File: src/rtl/frame_generator.sv
// Serial frame transmitter: 8-bit sync word plus counting payload, MSB first, one bit per clock.
// Optional payload scrambling (PN9, x^9+x^5+1) is built when FRAME_GEN_SCRAMBLE_EN is defined.
module frame_generator #(
  parameter logic [7:0] SYNC_WORD   = 8'b10011011,
  parameter int         FRAME_BYTES = 32
) (
  input  logic       clk,
  input  logic       reset,
  input  logic       enable,
  input  logic [1:0] mode,
  output logic       sdata,
  output logic       bit_valid,
  output logic       frame_start,
  output logic       sync_bit,
  output logic [7:0] frame_cnt
);

  typedef enum logic [1:0] {IDLE, SYNC, DATA} state_t;

  localparam logic [7:0] LAST_BIT = 8'(FRAME_BYTES * 8 - 1);

  state_t     state_reg, state_next;
  logic [7:0] bit_idx_reg, bit_idx_next;
  logic [7:0] frame_idx_reg, frame_idx_next;
  logic [1:0] mode_reg, mode_next;
  logic [7:0] frame_cnt_reg, frame_cnt_next;
  logic       sdata_reg, sdata_next;
  logic       valid_reg, valid_next;
  logic       fstart_reg, fstart_next;
  logic       sync_reg, sync_next;

  logic [1:0] cur_mode;
  logic       drop_sync;
  logic [7:0] pay_byte;
  logic       plain_bit;

`ifdef FRAME_GEN_SCRAMBLE_EN
  logic [8:0] pn_reg, pn_next;
`endif

  // bit_idx/frame_idx name the next bit to send; mode is taken live only for bit 0.
  always_comb begin
    cur_mode  = (bit_idx_reg == 8'd0) ? mode : mode_reg;
    drop_sync = 1'b0;
    case (cur_mode)
      2'b10:   drop_sync = (frame_idx_reg[2:0] == 3'b111);
      2'b11:   drop_sync = (frame_idx_reg[3:0] >= 4'd12);
      default: drop_sync = 1'b0;
    endcase
    pay_byte  = (cur_mode == 2'b01) ? 8'h00
              : frame_idx_reg + {3'b000, bit_idx_reg[7:3]} - 8'd1;
    plain_bit = pay_byte[3'd7 - bit_idx_reg[2:0]];
  end

  always_comb begin
    state_next     = state_reg;
    bit_idx_next   = bit_idx_reg;
    frame_idx_next = frame_idx_reg;
    mode_next      = mode_reg;
    frame_cnt_next = frame_cnt_reg;
    sdata_next     = 1'b0;
    valid_next     = 1'b0;
    fstart_next    = 1'b0;
    sync_next      = 1'b0;
`ifdef FRAME_GEN_SCRAMBLE_EN
    pn_next        = pn_reg;
`endif
    if (enable) begin
      valid_next     = 1'b1;
      fstart_next    = (bit_idx_reg == 8'd0);
      frame_cnt_next = frame_idx_reg;
      mode_next      = cur_mode;
      if (state_reg != DATA) begin
        sdata_next = drop_sync ? 1'b0 : SYNC_WORD[3'd7 - bit_idx_reg[2:0]];
        sync_next  = ~drop_sync;
`ifdef FRAME_GEN_SCRAMBLE_EN
        if (bit_idx_reg == 8'd0)
          pn_next = 9'h1FF;
`endif
      end else begin
`ifdef FRAME_GEN_SCRAMBLE_EN
        sdata_next = plain_bit ^ pn_reg[8];
        pn_next    = {pn_reg[7:0], pn_reg[8] ^ pn_reg[4]};
`else
        sdata_next = plain_bit;
`endif
      end
      case (state_reg)
        IDLE, SYNC: begin
          bit_idx_next = bit_idx_reg + 8'd1;
          state_next   = (bit_idx_reg == 8'd7) ? DATA : SYNC;
        end
        DATA: begin
          if (bit_idx_reg == LAST_BIT) begin
            bit_idx_next   = 8'd0;
            frame_idx_next = frame_idx_reg + 8'd1;
            state_next     = SYNC;
          end else begin
            bit_idx_next = bit_idx_reg + 8'd1;
          end
        end
        default: state_next = IDLE;
      endcase
    end
  end

  always_ff @(posedge clk) begin
    if (reset) begin
      state_reg     <= IDLE;
      bit_idx_reg   <= 8'd0;
      frame_idx_reg <= 8'd0;
      mode_reg      <= 2'b00;
      frame_cnt_reg <= 8'd0;
      sdata_reg     <= 1'b0;
      valid_reg     <= 1'b0;
      fstart_reg    <= 1'b0;
      sync_reg      <= 1'b0;
`ifdef FRAME_GEN_SCRAMBLE_EN
      pn_reg        <= 9'h1FF;
`endif
    end else begin
      state_reg     <= state_next;
      bit_idx_reg   <= bit_idx_next;
      frame_idx_reg <= frame_idx_next;
      mode_reg      <= mode_next;
      frame_cnt_reg <= frame_cnt_next;
      sdata_reg     <= sdata_next;
      valid_reg     <= valid_next;
      fstart_reg    <= fstart_next;
      sync_reg      <= sync_next;
`ifdef FRAME_GEN_SCRAMBLE_EN
      pn_reg        <= pn_next;
`endif
    end
  end

  assign sdata       = sdata_reg;
  assign bit_valid   = valid_reg;
  assign frame_start = fstart_reg;
  assign sync_bit    = sync_reg;
  assign frame_cnt   = frame_cnt_reg;

endmodule

File: config.mk
export PLATFORM = sky130hd
export DESIGN_NAME = frame_generator
export DESIGN_NICKNAME = d
export VERILOG_FILES = /design/src/rtl/frame_generator.sv
export SDC_FILE = /design/constraint.sdc
export NUM_CORES = 1
export LEC_CHECK = 0
export CAP_MARGIN = 5
export CORE_AREA = 2 2 81 75
export CTS_CLUSTER_SIZE = 8
export DETAILED_ROUTE_END_ITERATION = 10
export DIE_AREA = 0 0 83 77
export HOLD_SLACK_MARGIN = 0.06
export PLACE_DENSITY_LB_ADDON = 0.1
export SETUP_SLACK_MARGIN = 0.2
export SKIP_LAST_GASP = 1
export SLEW_MARGIN = 10
export SYNTH_ARGS = -nofsm -noshare
export SYNTH_HDL_FRONTEND = slang
export SYNTH_SLANG_ARGS = --single-unit
File: constraint.sdc
create_clock -name clk -period 2.58 [get_ports clk]
set_clock_uncertainty 0.05 [all_clocks]
set_input_delay 0.387 -clock clk [delete_from_list [all_inputs] [get_ports clk]]
set_output_delay 0.387 -clock clk [all_outputs]
set_load 0.05 [all_outputs]
==> impl_metrics.csv <==
group,metric,value,unit
outcome,status,"finished, final reports clean",
synth,ys_types,40,
cells_and_area,syn2layout_area_growth,22.0,%
timing,layout_min_cycle_time,2.27,ns
worst_setup_path,critPathMaxFanout,3,
timing,drv_slew,0,
clocking,tritoncts,"built",
timing,tightest_slew,0.504,ns
flow_run,drv_cap,0,
drt,drt_pass1_iterations,4,
min_path,hp-class,"reg2reg",
synth,async_reset_ff_share,0,%
timing,setup_viol,0,
synth,syn_nets,247,
clocking,cts-root-buf,"clkbuf_8",
drt,dr_total_vias,1510,
synth,syn_area,0.00190,mm^2
worst_setup_path,crit_type,"reg2reg",
floorplanning,fp.dieH,77,um
drt,routed_via_density,4.73,
drt,wl,4060,um
synth,synth_warnings,0,
pwr,p_per_area,458,mW/mm^2
cells_and_area,drive_gt1_share,13.7,%
synth,synth.avg_cell_area,8.49,um^2
global_route,gr-total-overflow,0,
synth,synth_top_area_share,33.7,%
cells_and_area,layout_commonest_cell,"nor2_1",
min_path,hold_depth,2,
worst_setup_path,crit_path_start_kind,"flip-flop",
floorplanning,start_util,34.2,%
cells_and_area,nets,271,
synth,synth_area_leaders,"dfxtp_1 34%, ha_1 11%, mux2i_1 8.4%, xnor2_1 6.4%, nor2_1 5.7%",
pwr,irDropWorstVdd,256,uV
floorplanning,core-area,0.00556,mm^2
worst_setup_path,required,2.76,ns
global_route,grt_max_degree,29,
clocking,cts_num_sinks,32,
timing,tns,0,ns
timing,fin_ws,0.310,ns
clocking,cts_hold_buf,0,
floorplanning,ios,17,
cells_and_area,multiInputGateArea,0.00117,mm^2
placement,portBuffers,16,
synth,synth_top_cell_by_area,"dfxtp_1",
timing,rsz0062_at_grt,"no",
synth,synth-edff-count,0,
floorplanning,std_cell_rows,26,
cells_and_area,most-common-layout-cells,"29 x nor2_1, 26 x dfxtp_1, 21 x inv_1",
global_route,antenna_found_initial,0,
synth,syn_inst,224,
clocking,numCtsBuffers,5,
synth,ys_ff_latch,32,
placement,dp_hpwl,2940,um
placement,post-place-ws,0.0948,ns
cells_and_area,postLayoutCoreUtil,41.7,%
floorplanning,die-area,0.00639,mm^2
clocking,cts_max_path_buffers,2,
timing,fmax,0.441,GHz
worst_setup_path,arrival,2.45,ns
clocking,htreeDepth,2,
timing,fin_crit_sh,88.0,%
placement,gp_congestion,0.774,
global_route,grtUsageTotal,13.7,%
global_route,grt_pass1_wl,6930,um
timing,hold_viol,0,
clocking,path_clk_slew,0.07,ns
cells_and_area,seq_area,648,um^2
drt,drt_first_iter_violations,42,
global_route,grt_pass1_vias,1447,
cells_and_area,antenna_cells,0,
worst_setup_path,cp-end-kind,"flip-flop",
cells_and_area,fill_cells,567,
worst_setup_path,worst-r2r-cell-count,11,
clocking,clock_latency,0.29,ns
drt,post_drt_wl_per_cell,12.7,um
drt,antenna_left,0,
timing,slew_headroom,66.3,%
drt,drc,0,
pwr,leakage,0.940,nW
timing,fin_hold_ws,0.442,ns
floorplanning,die_w,83,um
synth,synth_ff_type,"dfxtp_1",
synth,synth_seq_area_share,33.7,%
## cell usage after synthesis, types with 2 or more instances
library cell	number
buf_1	3
nand3_1	5
nor3_1	12
o21ai_0	8
dfxtp_1	32
nor2_1	29
ha_1	17
a211oi_1	2
nand2b_1	3
clkbuf_1	2
buf_2	2
or3_1	2
xor2_1	2
xnor2_1	14
and4_1	3
inv_1	25
and2_1	3
o211ai_1	3
mux2i_1	16
nor2b_1	3
o21a_1	2
a21oi_1	8
nand4_1	2
nand2_1	10
## report_power, final
group	switching, mW	total, mW	internal [mW]
combinational	0.0768	0.134	0.0574
clock	0.196	0.413	0.217
sequential	0.00920	0.516	0.507
## through the flow
stage | std cells | cell area (um^2) | total power, mW
CTS | 316 | 2260 | 1.08
global placement | 308 | 2160 | 0.663
global route | 319 | 2320 | 1.12
floorplan | 224 | 1900 | 0.621
detailed placement | 308 | 2160 | 0.662
finish | 319 | 2320 | 1.06
## cells by family (layout without fill, tap and decap cells)
family / Yosys count / in the layout / synth area share (%)
XOR/XNOR: 16 / 16 / 7.37
AO/OA/AOI/OAI: 28 / 28 / 9.14
adder cells (fa/ha/maj): 18 / 18 / 12.2
flip-flops: 32 / 32 / 33.7
multiplexers: 17 / 17 / 9.01
buffers and inverters: 33 / 58 / 6.84
AND/OR/NAND/NOR: 80 / 80 / 21.7
## metal layers
layer | vias up | track usage [%] | wire (um)
met5 | - | 0 | 0
met4 | 0 | 5.90 | 76
met3 | 7 | 3.77 | 131
met2 | 18 | 21.0 | 1670
met1 | 680 | 17.9 | 2180
li1 | 805 | - | -
## worst max-delay path, cell delays in order (launching register included)
cell and delay [ns]:
dfxtp_2 0.35, inv_2 0.05, ha_4 0.25, inv_2 0.04
ha_4 0.15, fa_2 0.37, a21o_1 0.22, a21oi_4 0.15
o211a_1 0.17, nor3_1 0.04, a211o_1 0.30, nand3_1 0.07
## final cells by class
class | count | share of cell area, %
flip-flops and latches | 32 | 27.9
clock inverters | 1 | 0.323
multi-input cells | 159 | 50.4
clock buffers | 7 | 3.72
repair buffers | 25 | 9.81
well taps | 70 | 3.77
inverters | 25 | 4.04
## repair_timing
| action | in CTS | in global routing |
|---|---|---|
| pin swaps | 0 | 7 |
| resized for setup | 2 | 14 |
| setup buffers | 0 | 3 |
| endpoints found under the setup margin | 1 | 1 |
## final timing paths
kind	endpoint	start	slack, ns
worst min-delay path	frame_cnt[6]$_SDFFE_PP0P_	frame_cnt[6]$_SDFFE_PP0P_	0.44
worst max-delay path	sdata$_SDFF_PP0_	frame_idx_reg[1]$_SDFFE_PP0P_	0.31
worst min register to register	frame_cnt[6]$_SDFFE_PP0P_	frame_cnt[6]$_SDFFE_PP0P_	0.44
worst max register to register	sdata$_SDFF_PP0_	frame_idx_reg[1]$_SDFFE_PP0P_	0.31
No activity file was read; power rests on OpenSTA's default activity.
